<file path="src/rtl/fifo_ptr_pkg.sv">
// Pointer helpers shared by the dual-clock FIFO write- and read-pointer blocks.
// Functions work on zero-extended vectors, so one copy serves every pointer width.
package fifo_ptr_pkg;

   localparam int FIFO_DROP_CNT_W = 8;
   localparam int FIFO_PTR_MAX_W  = 32;

   typedef logic [FIFO_PTR_MAX_W-1:0] ptr_wide_t;

   function automatic ptr_wide_t bin2gray(input ptr_wide_t b);
      return b ^ (b >> 1);
   endfunction

   // Leading zeros of a zero-extended pointer leave the prefix XOR untouched.
   function automatic ptr_wide_t gray2bin(input ptr_wide_t g);
      ptr_wide_t b;
      b = '0;
      b[FIFO_PTR_MAX_W-1] = g[FIFO_PTR_MAX_W-1];
      for (int i = FIFO_PTR_MAX_W-2; i >= 0; i--)
         b[i] = b[i+1] ^ g[i];
      return b;
   endfunction

endpackage

</file>
<file path="src/rtl/wptr_full_level_gray2bin_conv.sv">
// Combinational Gray-to-binary prefix-XOR converter; zero latency, no flow control.
module gray2bin_conv #(
   parameter int W = 5
) (
   input  logic [W-1:0] gray,
   output logic [W-1:0] bin
);

   for (genvar i = 0; i < W; i++) begin : g_bit
      assign bin[i] = ^gray[W-1:i];
   end

endmodule

</file>
<file path="src/rtl/wptr_full_level.sv">
// Write-side FIFO pointer, full/almost-full, fill level and (WPTR_OVF_EN) sticky overflow.
// Outputs register on the accepting edge; writes while full are dropped, pointers hold.
module wptr_full_level
   import fifo_ptr_pkg::*;
#(
   parameter int ADDRSIZE = 4,
   parameter int LVLW     = ADDRSIZE + 1
) (
   input  logic                wclk,
   input  logic                wrst,
   input  logic                winc,
   input  logic [ADDRSIZE:0]   wq2_rptr,
   input  logic [ADDRSIZE:0]   wafull_th,
   input  logic                wovf_clr,
   output logic [ADDRSIZE-1:0] waddr,
   output logic [ADDRSIZE:0]   wptr,
   output logic                wfull,
   output logic                wafull,
   output logic [LVLW-1:0]     wlevel,
   output logic                wovf
);

   localparam int PW = ADDRSIZE + 1;

   logic [PW-1:0] wbin;
   logic [PW-1:0] wbinnext;
   logic [PW-1:0] wgraynext;
   logic [PW-1:0] rbin_s;
   logic [PW-1:0] wlevel_next;
   logic [PW-1:0] th_eff;
   logic          wen;
   logic          wfull_val;
   logic          wafull_next;

   assign wen       = winc & ~wfull;
   assign wbinnext  = wbin + {{ADDRSIZE{1'b0}}, wen};
   assign wgraynext = PW'(bin2gray(FIFO_PTR_MAX_W'(wbinnext)));

   gray2bin_conv #(.W(PW)) u_rptr_conv (
      .gray (wq2_rptr),
      .bin  (rbin_s)
   );

   // One full wrap ahead in Gray: top two bits inverted, the rest equal.
   assign wfull_val   = (wgraynext == {~wq2_rptr[PW-1:PW-2], wq2_rptr[PW-3:0]});
   assign wlevel_next = wbinnext - rbin_s;
   assign th_eff      = (wafull_th == '0) ? PW'(1) : wafull_th;
   assign wafull_next = (wlevel_next >= th_eff);

   always_ff @(posedge wclk or posedge wrst) begin
      if (wrst) begin
         wbin   <= '0;
         wptr   <= '0;
         wfull  <= 1'b0;
         wafull <= 1'b0;
         wlevel <= '0;
      end else begin
         wbin   <= wbinnext;
         wptr   <= wgraynext;
         wfull  <= wfull_val;
         wafull <= wafull_next;
         wlevel <= wlevel_next;
      end
   end

   assign waddr = wbin[ADDRSIZE-1:0];

`ifdef WPTR_OVF_EN
   logic                       ovf_evt;
   logic [FIFO_DROP_CNT_W-1:0] wdrop_cnt;

   assign ovf_evt = winc & wfull;

   // A drop in the same cycle as the clear wins, so no event is ever lost.
   always_ff @(posedge wclk or posedge wrst) begin
      if (wrst) begin
         wovf      <= 1'b0;
         wdrop_cnt <= '0;
      end else begin
         wovf <= ovf_evt | (wovf & ~wovf_clr);
         if (wovf_clr)
            wdrop_cnt <= {{(FIFO_DROP_CNT_W-1){1'b0}}, ovf_evt};
         else if (ovf_evt && (wdrop_cnt != '1))
            wdrop_cnt <= wdrop_cnt + 1'b1;
      end
   end
`else
   logic ovf_clr_unused;

   assign ovf_clr_unused = wovf_clr;
   assign wovf           = 1'b0;
`endif

endmodule

</file>
<file path="config.mk">
export PLATFORM = sky130hd
export DESIGN_NAME = wptr_full_level
export DESIGN_NICKNAME = d
export VERILOG_FILES = /design/src/rtl/fifo_ptr_pkg.sv /design/src/rtl/wptr_full_level_gray2bin_conv.sv /design/src/rtl/wptr_full_level.sv
export SDC_FILE = /design/constraint.sdc
export NUM_CORES = 1
export LEC_CHECK = 0
export CORE_MARGIN = 5
export CORE_UTILIZATION = 47
export CTS_CLUSTER_DIAMETER = 50
export DETAILED_ROUTE_END_ITERATION = 10
export PLACE_DENSITY = 0.79
export SLEW_MARGIN = 10
export SYNTH_ARGS = -nofsm -noshare
export SYNTH_HDL_FRONTEND = slang
export SYNTH_SLANG_ARGS = --single-unit
export TNS_END_PERCENT = 10
</file>
<file path="constraint.sdc">
create_clock -name wclk -period 2.94 [get_ports wclk]
set_input_delay 0.588 -clock wclk [delete_from_list [all_inputs] [get_ports wclk]]
set_output_delay 0.588 -clock wclk [all_outputs]
set_load 0.01 [all_outputs]
</file>
==> impl_metrics.tcl, run 1 <==
set metrics [dict create \
    cap_violations 0 \
    seqPwrFrac_pct 18.8 \
    cts_tree "built" \
    final_hold_viol_count 0 \
    coreArea_um2 2233 \
    cts_sinks 16 \
    grt_first_pass_wirelength_um 3864 \
    intPower_mw 1.427 \
    synthesis.instances 101 \
    clk_pin_slew_ns 0.10 \
    ys_async_sr_fraction_pct 100.0 \
    dr.first_iter.drc_count 10 \
    outcome "finished, violations left" \
    grt_pass1_vias 919 \
    yosys_register_bits 16 \
    syn_area_um2 1109 \
    hold_buffers 0 \
    route.detailed.drc 0 \
    fin_skew_ns 0.007879 \
    viasPerCell 5.077 \
    highest-signal-layer "met4" \
    p_leak_nw 0.8137 \
    die_area_um2 3430 \
    wl_met1_um 865 \
    vias 919 \
    setup_tns_ns -0.0009013 \
    worstPathRequired_ns 3.12 \
    cp_top_family "buffers and inverters" \
    yosysWarnings 0 \
    antenna_found_initial 0 \
    ctsHtreeMaxLevel 1 \
    overflow 0 \
    cpPeakStageDelay_ns 0.53 \
    layout-drive-gt1-share_pct 30.72 \
    finalCritPeriodShare_pct 100.0 \
    fin_util_pct 76.02 \
    setup_viol 1 \
    power.density_nw_per_um2 1369 \
    setup_slack_ns -0.0009013 \
    synth_cell_type_count 31 \
    synth_edf_count 0 \
    ir_drop_uv 904.1 \
    drt-total-wl_um 2527 \
    violations "negative setup slack" \
    avgSynthCellArea_um2 10.98 \
    syn_nets 127 \
    num-fill-cells 157 \
    die_height_um 58.57 \
    critPathKind "in2reg" \
    die_w_um 58.57 \
    totalPowerFinal_mw 2.325 \
    finalNetCount 180 \
    critPathSlowestCell "clkdlybuf4s50_1" \
    power_frac_comb_pct 75.1 \
    swShare_pct 38.63 \
    switchingPower_mw 0.8980 \
    gp_congestion 0.7930 \
    final_area_um2 1698 \
    root_buffer "clkbuf_4" \
    wl_met2_um 1390 \
    rows 17 \
    whs_ns 0.5787 \
    clk_latency_ns 0.28 \
    clockBufferDepth 2 \
    io_buffers 28 \
    grt.total_usage_pct 14.91 \
    slew_headroom_pct 57.52 \
    synth-main-ff-cell "dfrtp_1" \
    diodes 0 \
    fin_crit_ns 2.941 \
    wl_per_cell_um 13.96 \
    placed_area_um2 1563 \
    worstMarginPinSlew_ns 0.6364 \
    end_kind "flop" \
    ant_nets 0 \
    met3_length_um 222 \
    crit_fanout 3 \
    cts_buffers 3 \
    drtPass1Iterations 5 \
    boundaryPins 31 \
    grt_max_degree 17 \
    drv_slew 0 \
    p_clk_share_pct 6.2 \
    dp_cells 173 \
    start_kind "input pin" \
    path_cells "clkdlybuf4s50_1 -> inv_1 -> xnor2_4 -> xnor2_1 -> ha_2 -> inv_2 -> ha_4 -> mux2i_1 -> xnor2_1 -> ha_1 -> a21o_1 -> a21o_1 -> a21o_1" \
    arrival_ns 3.12 \
    initial_core_util_pct 49.64 \
    post-place-ws_ns -0.6279 \
    critical_path_buf_inv_count 3 \
    hold_path.class "reg2reg" \
    syn2layout_area_growth_pct 53.16 \
    fin_cells 181 \
    fmax_ghz 0.3400 \
    dp_hpwl_um 1866 \
    seq_area_frac_synth_pct 36.12 \
    cpMostUsedCell "a21o_1" \
]
[flip-flops by register name, summed over array words and instances, names as in the netlist]
name	count
wfull	1
wafull	1
wbin	5
wlevel	5
wptr	4
[power groups by stage]
stage | combinational [mW] | clock [mW] | sequential [mW]
after floorplan | 0.862 | 0 | 0.479
after global placement | 1.48 | 0 | 0.426
after detailed placement | 1.53 | 0 | 0.429
after CTS | 1.64 | 0.150 | 0.429
after global routing | 1.91 | 0.163 | 0.451
final | 1.74 | 0.144 | 0.436
[kinds of logic after synthesis]
group	Yosys count	synth area share (%)
buffers and inverters	13	4.740
adder cells (fa/ha/maj)	12	13.54
flip-flops	16	36.12
AND/OR/NAND/NOR	20	9.031
AO/OA/AOI/OAI	15	10.27
multiplexers	2	1.919
XOR/XNOR	22	24.04
other	1	0.3383
[Yosys cell counts, types with 2 or more instances]
cell type	instances	share of area, %
inv_1	11	3.7
ha_1	12	14
nand3_1	2	0.90
xor2_1	6	4.7
nor2_1	5	1.7
a21o_1	4	2.7
xnor2_1	11	8.7
nand2_1	5	1.7
a31oi_1	2	1.1
a21oi_1	4	1.8
nor2b_1	2	1.1
dfrtp_1	16	36
nor4_1	3	1.7
[path summary, 6_finish.rpt]
check                                       start                 to  slack (ns)  cells past startpoint
worst max-delay path                  wq2_rptr[1]   wafull$_DFF_PP0_     -0.0009                     13
worst min-delay path            wbin[4]$_DFF_PP0_  wbin[4]$_DFF_PP0_        0.58                      1
worst max register to register    wfull$_DFF_PP0_   wafull$_DFF_PP0_        0.44                     10
worst min register to register  wbin[4]$_DFF_PP0_  wbin[4]$_DFF_PP0_        0.58                      1
max in group asynchronous                    wrst  wbin[3]$_DFF_PP0_        1.84                      2
min in group asynchronous                    wrst  wbin[4]$_DFF_PP0_        0.69                      2
[area by class of cell]
class,instances,area [um2],area share (%)
repair buffers,50,435.4,25.64
well taps,28,35.03,2.063
clock buffers,4,36.28,2.137
multi-input cells,72,749.5,44.14
inverters,11,41.29,2.432
flip-flops and latches,16,400.4,23.58
[what timing repair did]
action / in CTS / in global routing
setup buffers: 3 / 1
gates resized for setup: 8 / 12
setup endpoints to repair: 1 / 1
cloned: 0 / 0
pin swaps: 7 / 8
[layer usage]
metal / global-route usage, % / vias to the layer above
li1: - / 442
met1: 14.76 / 440
met2: 29.51 / 31
met3: 5.044 / 6
met4: 2.980 / 0
met5: 0 / -
[layout by cell type, fill, tap and decap left out, types with 2 or more instances in the layout]
| cell type | count |
|---|---|
| clkbuf_2 | 2 |
| nor2_1 | 5 |
| xnor2_2 | 3 |
| clkbuf_4 | 3 |
| inv_1 | 10 |
| nand2_1 | 5 |
| nand3_1 | 2 |
| xor2_1 | 5 |
| buf_4 | 22 |
| ha_1 | 8 |
| clkdlybuf4s50_1 | 25 |
| nor4_1 | 3 |
| dfrtp_1 | 16 |
| a21oi_1 | 4 |
| a21o_1 | 4 |
| ha_4 | 3 |
| xnor2_1 | 9 |
Power figures use the tool's default switching activity.
==> run 2: changes to the inputs <==
- CORE_MARGIN: 5 -> 3
- CORE_UTILIZATION: 47 -> 50
- DONT_BUFFER_PORTS: default -> 1
- PLACE_DENSITY: 0.79 -> default
==> run 2 against run 1 <==
The run now ends clean. Maximum frequency rose by 7.4%. Clock power increased by 4%. Register-to-register slack lost 0.21 ns. Flip-flop and latch count stayed put. Cell count is 23% lower. Total power shrank 21%. Via count down 21%. Design area shrank 26%. Count of clock-buffer cells in the layout unchanged. Critical path depth decreased by 1. Critical path type unchanged.
==> impl_metrics.tcl, run 2 (same netlist as run 1, synthesis figures left out) <==
set metrics [dict create \
    outcome "finished, final reports clean" \
    grt.total_usage_pct 16.66 \
    boundaryPins 31 \
    wl_per_cell_um 14.14 \
    p_leak_nw 0.6197 \
    ant_nets 0 \
    seq_area_um2 400.4 \
    fmax_ghz 0.3651 \
    diodes 0 \
    cts_tree "built" \
    syn2layout_area_growth_pct 13.66 \
    worstRegToRegCells 10 \
    num-fill-cells 176 \
    setup_viol 0 \
    critPathKind "in2reg" \
    final_cell_mix "dfrtp_1, xnor2_1, inv_1" \
    drt-total-wl_um 1966 \
    placed_area_um2 1214 \
    clk_latency_ns 0.29 \
    grt_max_degree 17 \
    antenna_found_initial 0 \
    initial_core_util_pct 54.83 \
    end_kind "flop" \
    start_kind "input pin" \
    final_hold_viol_count 0 \
    setup_tns_ns 0 \
    r2r-start "wfull$_DFF_PP0_" \
    cpMostUsedCell "a21o_1" \
    die_area_um2 2818 \
    root_buffer "clkbuf_4" \
    dr.first_iter.drc_count 8 \
    power.density_nw_per_um2 1462 \
    layout_commonest_cell "dfrtp_1" \
    multi_input_area_um2 680.7 \
    finalNetCount 139 \
    fin_util_pct 62.31 \
    route.detailed.drc 0 \
    path_cells "xnor3_2 -> xnor2_4 -> xnor2_1 -> ha_2 -> inv_2 -> ha_4 -> mux2i_1 -> xnor2_1 -> ha_1 -> a21o_1 -> a21o_1 -> a21o_1" \
    cpPeakStageDelay_ns 0.45 \
    ctsHtreeMaxLevel 1 \
    top_regs "wbin (5), wlevel (5), wptr (4)" \
    critical_path_buf_inv_count 1 \
    fin_skew_ns 0.003624 \
    vias 723 \
    worstPathRequired_ns 3.13 \
    hold_path.class "in2async" \
    clockBufferDepth 2 \
    regToRegSetupSlack_ns 0.23 \
    cap_violations 0 \
    grt_pass1_vias 740 \
    coreArea_um2 2022 \
    hold_buffers 0 \
    worstMarginPinSlew_ns 0.6157 \
    io_buffers 0 \
    clk_pin_slew_ns 0.10 \
    cp_top_family "XOR/XNOR gates" \
    fin_crit_ns 2.739 \
    rsz0062_at_grt "no" \
    cts_buffers 3 \
    drv_slew 0 \
    viasPerCell 5.201 \
    grt_first_pass_wirelength_um 3298 \
    slew_headroom_pct 58.91 \
    ir_drop_uv 799.7 \
    overflow 0 \
    r2r-end "wafull$_DFF_PP0_" \
    rows 16 \
    layout-drive-gt1-share_pct 23.21 \
    die_height_um 53.09 \
    critPathSlowestCell "xnor3_2" \
    arrival_ns 2.93 \
    whs_ns 0.2445 \
    cts_sinks 16 \
    drtPass1Iterations 4 \
    dp_hpwl_um 1633 \
    finalCritPeriodShare_pct 93.17 \
    die_w_um 53.09 \
    gp_congestion 0.7183 \
    crit_fanout 3 \
    final_area_um2 1260 \
]
-- run 2: cell count changes in the layout (fill, tap and decap cells not counted), moves of 2 or more --
cell / change
clkbuf_2: -2
xnor2_2: -2
xnor2_1: +2
buf_4: -13
ha_4: -2
clkdlybuf4s50_1: -25
-- run 2: layout make-up --
type	instances	area share, %
sequential	16	31.78
timing repair buffer	9	5.362
multi-input combinational	72	54.02
clock buffer	4	2.880
tap	27	2.681
inverter	11	3.277
-- run 2: timing repair --
item	4_1_cts	5_1_grt
setup endpoints to repair	0	1
buffers inserted	0	0
gates resized for setup	0	2
endpoints found under the hold margin	0	0
-- run 2: routing by layer --
layer / up-vias / track usage (%) / routed length (um)
met2: 18 / 27.07 / 911
met1: 339 / 19.96 / 893
met5: - / 0 / 0
li1: 362 / - / -
met4: 0 / 7.660 / 23
met3: 4 / 5.070 / 136
-- run 2: worst register-to-register path: stages (launching register included) --
cell and delay, ns:
dfrtp_1 0.43, nor2b_1 0.20, ha_1 0.26, nand3_1 0.12
xnor2_1 0.28, ha_1 0.32, or3_1 0.37, o211ai_2 0.08
a211oi_2 0.08, ha_1 0.31, a21o_1 0.18
-- run 2: worst max-delay path by stage --
stage               startpoint          endpoint  slack [ns]  cells past startpoint
6_report           wq2_rptr[2]  wafull$_DFF_PP0_        0.20                     12
5_1_grt        wfull$_DFF_PP0_  wafull$_DFF_PP0_        0.02                     11
4_1_cts        wfull$_DFF_PP0_  wafull$_DFF_PP0_        0.17                     11
2_1_floorplan      wq2_rptr[2]  wafull$_DFF_PP0_       -0.02                     12
3_5_place_dp       wq2_rptr[2]  wafull$_DFF_PP0_       -0.09                     12
3_3_place_gp       wq2_rptr[2]  wafull$_DFF_PP0_       -0.11                     12
-- run 2: where the power goes --
part,internal [mW],total (mW),switching [mW],leakage [nW]
Sequential,0.347,0.495,0.148,0.190
Combinational,0.643,1.20,0.553,0.409
Clock,0.0754,0.150,0.0750,0.0210
Total,1.07,1.84,0.776,0.620
-- run 2: per-stage QoR --
| stage | std cells | power [mW] | setup slack [ns] |
|---|---|---|---|
| global placement | 135 | 1.660 | -0.1090 |
| CTS | 139 | 1.855 | 0.1658 |
| finish | 139 | 1.841 | 0.2008 |
| detailed placement | 135 | 1.701 | -0.09462 |
| floorplan | 101 | 1.340 | -0.02139 |
| global route | 139 | 2.037 | 0.02278 |
==> run 3: changes to the inputs <==
- PLACE_DENSITY: default -> 0.77
==> run 3 against run 2 <==
Global-route usage rose by 0.53 points. Clock skew barely moved. Clock power barely moved. Largest power group unchanged. Critical path depth did not move.
==> impl_metrics.tcl, run 3 (same netlist as run 1, synthesis figures left out) <==
set metrics [dict create \
    outcome "finished, final reports clean" \
    die_w_um 53.09 \
    drv_slew 0 \
    top_regs "wbin (5), wlevel (5), wptr (4)" \
    r2r-start "wfull$_DFF_PP0_" \
    fin_skew_ns 0.003583 \
    ir_drop_uv 825.7 \
    path_cells "xnor3_2 -> xnor2_4 -> xnor2_1 -> ha_2 -> inv_2 -> ha_4 -> mux2i_1 -> xnor2_1 -> ha_1 -> a21o_1 -> a21o_1 -> a21o_1" \
    cap_violations 0 \
    wl_per_cell_um 14.83 \
    ant_nets 0 \
    cts_tree "built" \
    cpPeakStageDelay_ns 0.46 \
    grt.total_usage_pct 17.18 \
    antenna_found_initial 0 \
    fmax_ghz 0.3578 \
    final_cell_mix "dfrtp_1, xnor2_1, inv_1, ha_1, buf_4" \
    worstPathRequired_ns 3.13 \
    diodes 0 \
    cts_resized 0 \
    hold_buffers 0 \
    layout-drive-gt1-share_pct 23.42 \
    totalPowerFinal_mw 1.834 \
    power.density_nw_per_um2 1457 \
    hold_path.class "in2async" \
    grt_first_pass_wirelength_um 3415 \
    cts_buffers 3 \
    end_kind "flop" \
    die_area_um2 2818 \
    intPower_mw 1.058 \
    crit_path_end "wafull$_DFF_PP0_" \
    p_leak_nw 0.6193 \
    critPathKind "in2reg" \
    final_area_um2 1259 \
    final_hold_viol_count 0 \
    layout_commonest_cell "dfrtp_1" \
    drtPass1Iterations 3 \
    fin_crit_ns 2.795 \
    io_buffers 0 \
    grt_max_degree 17 \
    syn2layout_area_growth_pct 13.54 \
    power_frac_comb_pct 64.8 \
    die_height_um 53.09 \
    seqPwrFrac_pct 27.0 \
    grt_pass1_vias 787 \
    clockBufferDepth 2 \
    boundaryPins 31 \
    root_buffer "clkbuf_4" \
    whs_ns 0.2473 \
    viasPerCell 5.312 \
    worstRegToRegCells 11 \
    gp_congestion 0.7186 \
    critPathSlowestCell "xnor3_2" \
    rows 16 \
    vias 733 \
    slew_headroom_pct 58.12 \
    regToRegSetupSlack_ns 0.27 \
    coreArea_um2 2022 \
    setup_slack_ns 0.1455 \
    worstMarginPinSlew_ns 0.6274 \
    finalCritPeriodShare_pct 95.05 \
    clk_pin_slew_ns 0.10 \
    dp_hpwl_um 1605 \
    arrival_ns 2.99 \
    start_kind "input pin" \
    switchingPower_mw 0.7757 \
    cts_sinks 16 \
    setup_viol 0 \
    crit_fanout 3 \
    post_cts_buffers 0 \
    overflow 0 \
    post-place-ws_ns -0.1515 \
    route.detailed.drc 0 \
    swShare_pct 42.30 \
    drt-total-wl_um 2046 \
    p_clk_share_pct 8.2 \
    initial_core_util_pct 54.83 \
    rsz0062_at_grt "no" \
    placed_area_um2 1206 \
    finalNetCount 138 \
    cpMostUsedCell "a21o_1" \
    dr.first_iter.drc_count 10 \
    cp-startpoint "wq2_rptr[2]" \
    clk_latency_ns 0.29 \
    ctsHtreeMaxLevel 1 \
    r2r-end "wafull$_DFF_PP0_" \
]
## run 3: power by group through the flow
stage / sequential (mW) / combinational, mW / clock [mW]
2_1_floorplan: 0.479 / 0.862 / 0
3_3_place_gp: 0.498 / 1.12 / 0
3_5_place_dp: 0.503 / 1.18 / 0
4_1_cts: 0.500 / 1.18 / 0.156
5_1_grt: 0.514 / 1.35 / 0.159
6_report: 0.495 / 1.19 / 0.151
## run 3: cell type report
type | instances | area [um2]
clock buffer | 4 | 36.28
fill | 164 | 763.2
inverter | 11 | 41.29
multi-input combinational | 72 | 686.9
sequential | 16 | 400.4
tap | 27 | 33.78
timing repair buffer | 8 | 60.06
## run 3: critical path: cells and delay by family
kind	cells	cell delay, ns
xor gates and xnor gates	4	1.10
buffers and inverters	1	0.05
adders and majority gates	3	0.64
muxes	1	0.12
AOI/OAI and AO/OA	3	0.48
## run 3: routing by layer
layer	up-vias	GRT usage, %	wire [um]
li1	362	-	-
met1	344	18.37	853
met3	4	3.380	129
met2	23	31.40	1025
met5	-	0	0
met4	0	8.936	37
## run 3: how the worst min path moves through the flow
| stage | start | endpoint | cells past startpoint |
|---|---|---|---|
| after floorplan | wrst | wafull$_DFF_PP0_ | 1 |
| after global placement | wrst | wlevel[4]$_DFF_PP0_ | 1 |
| after detailed placement | wrst | wptr[3]$_DFF_PP0_ | 1 |
| after CTS | wrst | wptr[2]$_DFF_PP0_ | 1 |
| after global routing | wrst | wptr[2]$_DFF_PP0_ | 1 |
| final | wrst | wptr[2]$_DFF_PP0_ | 1 |
## run 3: through the flow
step	util [%]	setup TNS (ns)	std cells
3_5_place_dp	59.65	-0.1515	134
5_1_grt	62.25	0	138
4_1_cts	61.45	0	138
2_1_floorplan	-	-0.02139	101
3_3_place_gp	59.65	-0.09131	134
6_report	62.25	0	138
